**src/rtl/regfile_write_buffer_pkg.sv**
```systemverilog
// Shared types and constants for the register-file write buffer.
// The entry struct is sized by the package widths, so the top-level defaults must match them.
package regfile_write_buffer_pkg;

    localparam int DATA_W = 32;
    localparam int ADDR_W = 5;

    localparam logic [ADDR_W-1:0] REG_ZERO = '0;

    typedef struct packed {
        logic [ADDR_W-1:0] addr;
        logic [DATA_W-1:0] data;
    } entry_t;

endpackage

```
**src/rtl/regfile_write_buffer_bypass_lookup.sv**
```systemverilog
// Youngest-match search over pending write-buffer entries.
// Entries arrive age-ordered: index 0 is the oldest, so a later index overrides an earlier one.
module bypass_lookup
    import regfile_write_buffer_pkg::*;
#(
    parameter int DEPTH = 4
) (
    input  entry_t [DEPTH-1:0]      i_entries,
    input  logic   [DEPTH-1:0]      i_valid,
    input  logic   [ADDR_W-1:0]     i_addr,
    output logic                    o_hit,
    output logic   [DATA_W-1:0]     o_data
);

    always_comb begin
        o_hit  = 1'b0;
        o_data = '0;
        for (int k = 0; k < DEPTH; k++) begin
            if (i_valid[k] && (i_entries[k].addr == i_addr) && (i_addr != REG_ZERO)) begin
                o_hit  = 1'b1;
                o_data = i_entries[k].data;
            end
        end
    end

endmodule

```
**src/rtl/regfile_write_buffer.sv**
```systemverilog
// Buffers multi-cycle write-backs and replays them onto the register-file write port
// whenever the main pipeline leaves it idle; decode can bypass from pending entries.
module regfile_write_buffer #(
    parameter int DEPTH  = 4,
    parameter int DATA_W = regfile_write_buffer_pkg::DATA_W,
    parameter int ADDR_W = regfile_write_buffer_pkg::ADDR_W
) (
    input  logic                      clk_i,
    input  logic                      rst_ni,
    input  logic                      wbValid_i,
    output logic                      wbReady_o,
    input  logic [ADDR_W-1:0]         wbAddr_i,
    input  logic [DATA_W-1:0]         wbData_i,
    input  logic                      portBusy_i,
    output logic [ADDR_W-1:0]         regWriteAddr_o,
    output logic [DATA_W-1:0]         regWriteData_o,
    output logic                      regWriteEnable_o,
    input  logic [ADDR_W-1:0]         lookupAddr1_i,
    input  logic [ADDR_W-1:0]         lookupAddr2_i,
    output logic                      hit1_o,
    output logic                      hit2_o,
    output logic [DATA_W-1:0]         hitData1_o,
    output logic [DATA_W-1:0]         hitData2_o,
    output logic [$clog2(DEPTH):0]    count_o,
    output logic                      full_o,
    output logic                      empty_o
);
    import regfile_write_buffer_pkg::*;

    localparam int PTR_W = $clog2(DEPTH);
    localparam int CNT_W = PTR_W + 1;
    localparam logic [CNT_W-1:0] FULL_CNT = CNT_W'(DEPTH);

    entry_t             r_mem [DEPTH];
    logic [PTR_W-1:0]   r_wptr;
    logic [PTR_W-1:0]   r_rptr;
    logic [CNT_W-1:0]   r_count;

    logic               w_full;
    logic               w_empty;
    logic               w_push;
    logic               w_pop;
    entry_t             w_head;
    entry_t [DEPTH-1:0] w_aged;
    logic   [DEPTH-1:0] w_valid;

    assign w_full  = (r_count == FULL_CNT);
    assign w_empty = (r_count == '0);

    // r0 write-backs complete the handshake but never occupy a slot.
    assign w_push = wbValid_i && !w_full && (wbAddr_i != REG_ZERO);
    assign w_pop  = !w_empty && !portBusy_i;

    always_ff @(posedge clk_i or negedge rst_ni) begin
        if (!rst_ni) begin
            r_wptr  <= '0;
            r_rptr  <= '0;
            r_count <= '0;
        end else begin
            if (w_push) r_wptr <= r_wptr + 1'b1;
            if (w_pop)  r_rptr <= r_rptr + 1'b1;
            case ({w_push, w_pop})
                2'b10:   r_count <= r_count + 1'b1;
                2'b01:   r_count <= r_count - 1'b1;
                default: r_count <= r_count;
            endcase
        end
    end

    // Storage needs no reset: slots are only observed through the count.
    always_ff @(posedge clk_i) begin
        if (w_push) r_mem[r_wptr] <= '{addr: wbAddr_i, data: wbData_i};
    end

    assign w_head           = r_mem[r_rptr];
    assign regWriteEnable_o = w_pop;
    assign regWriteAddr_o   = w_empty ? '0 : w_head.addr;
    assign regWriteData_o   = w_empty ? '0 : w_head.data;

    assign wbReady_o = !w_full;
    assign full_o    = w_full;
    assign empty_o   = w_empty;
    assign count_o   = r_count;

    // Rotate storage into age order so the lookup's priority is a plain index order.
    for (genvar k = 0; k < DEPTH; k++) begin : g_age
        assign w_aged[k]  = r_mem[r_rptr + PTR_W'(k)];
        assign w_valid[k] = (CNT_W'(k) < r_count);
    end

    bypass_lookup #(.DEPTH(DEPTH)) u_lookup1 (
        .i_entries (w_aged),
        .i_valid   (w_valid),
        .i_addr    (lookupAddr1_i),
        .o_hit     (hit1_o),
        .o_data    (hitData1_o)
    );

    bypass_lookup #(.DEPTH(DEPTH)) u_lookup2 (
        .i_entries (w_aged),
        .i_valid   (w_valid),
        .i_addr    (lookupAddr2_i),
        .o_hit     (hit2_o),
        .o_data    (hitData2_o)
    );

endmodule
```
**config.mk**
```make
export PLATFORM = sky130hd
export DESIGN_NAME = regfile_write_buffer
export DESIGN_NICKNAME = d
export VERILOG_FILES = /design/src/rtl/regfile_write_buffer_pkg.sv /design/src/rtl/regfile_write_buffer_bypass_lookup.sv /design/src/rtl/regfile_write_buffer.sv
export SDC_FILE = /design/constraint.sdc
export NUM_CORES = 1
export LEC_CHECK = 0
export ABC_AREA = 1
export CAP_MARGIN = 15
export CORE_MARGIN = 2
export CORE_UTILIZATION = 57
export CTS_CLUSTER_SIZE = 14
export DETAILED_ROUTE_END_ITERATION = 8
export PLACE_DENSITY = 0.8
export SYNTH_ARGS = -nofsm -noshare
export SYNTH_HDL_FRONTEND = slang
export SYNTH_SLANG_ARGS = --single-unit
```
**constraint.sdc**
```tcl
create_clock -name clk_i -period 4.2 [get_ports clk_i]
set_input_delay 0.63 -clock clk_i [delete_from_list [all_inputs] [get_ports clk_i]]
set_output_delay 0.63 -clock clk_i [all_outputs]
set_load 0.05 [all_outputs]
```
==> key figures <==
Clocking
  – Setup Buffers After CTS: 0
  – CTS Buffer Depth: 2
  – CTS tree: done
  – Skew-Pair Late Insertion Delay: 430 ps
  – CTS sink count: 155
  – # H-tree levels: 4
  – # hold bufs at CTS: 0
  – Register clock-pin slew on the reported worst setup and hold paths: approximately 70 ps
  – Resized cells post-CTS: 0
  – Num CTS Buffers: 17
  – Root Driver: clkbuf_16

Timing
  – Final setup TNS: 0 ps
  – Slew Limit Fails: 0
  – Final Hold Fails: 0
  – Crit share post-route: 0.9646
  – Setup violations, final: 0
  – Fmax: 246.8 MHz
  – Crit path time final: 4051 ps
  – RSZ-0062 raised after global routing: no
  – Skew final: 8.603 ps
  – Slew @ Worst Pin: 895.7 ps
  – Max_slew headroom: 0.4020

Floorplan
  – Die area: 23130 um^2
  – Site Rows: 54
  – Core Area: roughly 22000 um^2
  – Io pins: 161
  – Die Ht: roughly 150 um
  – Initial Utilization: 0.5763
  – Die X: 152.1 um

Synth
  – Cells after synthesis: around 1.7k
  – Seq/Total Area, Yosys: 0.3696
  – Unique cell type count in the Yosys netlist: 31
  – Syn_area_per_cell: about 7.2 um^2
  – Synth Register Bits: ~160
  – Syn_nets: about 1.8k
  – Ys Warns: 0
  – Mapped cell area: 12500 um^2

Layout
  – Net total in the final layout: 1903
  – Share of post-route cells with drive strength above 1: 0.09698
  – Final core utilization: 0.6919
  – Number of fill cells in the layout: 1726
  – Area of the multi-input gates: 6604 um^2
  – Most common cell after layout, fill and taps aside: nand2_1
  – Register area: 4623 um^2
  – Area Overhead vs Synth: 20.05%
  – Most frequent cells in the layout: 524 x nand2_1, 266 x nor2_1, 172 x inv_1

Critical path
  – Worst endpoint data arrival time: 3420 ps
  – Max FO, Critical Path: 43
  – Worst Setup End Kind: primary output
  – Worst Setup Start Kind: flip-flop
  – WS Path Type: flip-flop to primary output
  – Critical Path RT: 3570 ps

Global routing
  – Initial antenna violation count: 2
  – Grt total ovfl: 0
  – Vias in the first global route: about 11k
  – First-pass GRT wire length: 55030 um
  – Pin count of the biggest net entering global routing: 138
  – Global-route usage over all layers: 0.2924

Drt
  – First drt pass iteration count: 6
  – Number of vias per cell: 5.595
  – # DRC: 0
  – Post-DRT Antenna Nets: 0
  – Initial DRC Count: 1125
  – Detailed-route wire length: 34850 um
  – Avg WL per Cell: 16.31 um
  – Via count: 11.96k

Run status
  – Status: finished clean

Placed design
  – GP Congestion: 0.9034
  – DP Wirelength: 23020 um
  – Port bufs: 160

Run
  – Maxcap violations: 0

Worst hold path
  – Min-delay worst type: primary input to async pin
==> state kept, by name, summed over array words and instances (netlist names) <==
register,count
r_wptr,2
r_rptr,2
r_mem,148
count_o,3
==> worst max-delay path: stages (launching register included) <==
cell and delay, ps:
dfrtp_4 590, inv_4 290, nand2_1 140, nand2_4 260, nand2_1 110, o21ai_2 130, o21ai_0 120, nor2_1 110
nand2_1 130, nor2_4 110, buf_4 460, nor2_1 160, nand2_1 100, nand2_1 100, buf_12 170
==> stage by stage <==
stage,hold WS [ps],worst slack [ps],instance area (um^2),instances
floorplan,334.4,349.0,12500,1740
global placement,554.5,602.2,14410,2103
detailed placement,566.6,593.5,14410,2103
CTS,460.8,150.6,14980,2135
global route,486.3,5.774,15010,2137
finish,458.9,148.5,15010,2137
==> cells by family (layout without fill, tap and decap cells) <==
| family | Yosys count | after routing | synth area share |
|---|---|---|---|
| fa+ha+maj | 9 | 9 | 0.009009 |
| mux | 128 | 128 | 0.1025 |
| compound gates | 148 | 148 | 0.06737 |
| xor+xnor | 13 | 13 | 0.009109 |
| buf+inv | 286 | 401 | 0.1077 |
| simple gates | 1001 | 1002 | 0.3347 |
| flops | 155 | 155 | 0.3696 |
| other cells | 0 | 1 | 0 |
==> Yosys cell counts (all sizes together) <==
cell	number	area, um^2
a21oi	3	15.01
buf	87	596.8
clkbuf	22	82.58
dfrtp	7	175.2
edfxtp	148	4444
ha	9	112.6
inv	177	666.9
mux2i	128	1281
nand2	535	2033
nand3	153	838.3
nand4	31	193.9
nor2	281	1112
o21a	29	217.7
o21ai	114	585.6
o21bai	1	7.510
o311ai	1	16.27
or3	1	6.260
xnor2	3	26.28
xor2	10	87.58
==> final cells by class <==
type,count,area share
repair buffers,192,0.1459
well taps,280,0.02335
clock inverters,14,0.009172
clock buffers,18,0.02860
inverters,177,0.04461
diodes,1,0.0001668
flip-flops and latches,155,0.3081
multi-input cells,1300,0.4401
==> layer usage <==
metal / global-route usage / vias up / part of all wire
met2: 0.4949 / 606 / 0.48
li1: - / 5836 / -
met4: 0.1139 / 2 / 0.023
met1: 0.3753 / 5445 / 0.41
met5: 0 / - / 0.00037
met3: 0.04991 / 68 / 0.090
==> final timing paths <==
kind,from,endpoint,slack (ps),cells past startpoint
max in group asynchronous,rst_ni,r_rptr[0],3470,1
min in group clk_i,count_o[1],count_o[1],580,2
min,rst_ni,r_wptr[1],460,1
max reg2reg,count_o[0],count_o[2],1490,10
max,r_rptr[0],hitData1_o[2],150,14
min reg2reg,count_o[1],count_o[1],580,2
Power is left out: the tool's default activity adds up to more than one toggle a clock period on the data nets, which glitch-free logic cannot reach.
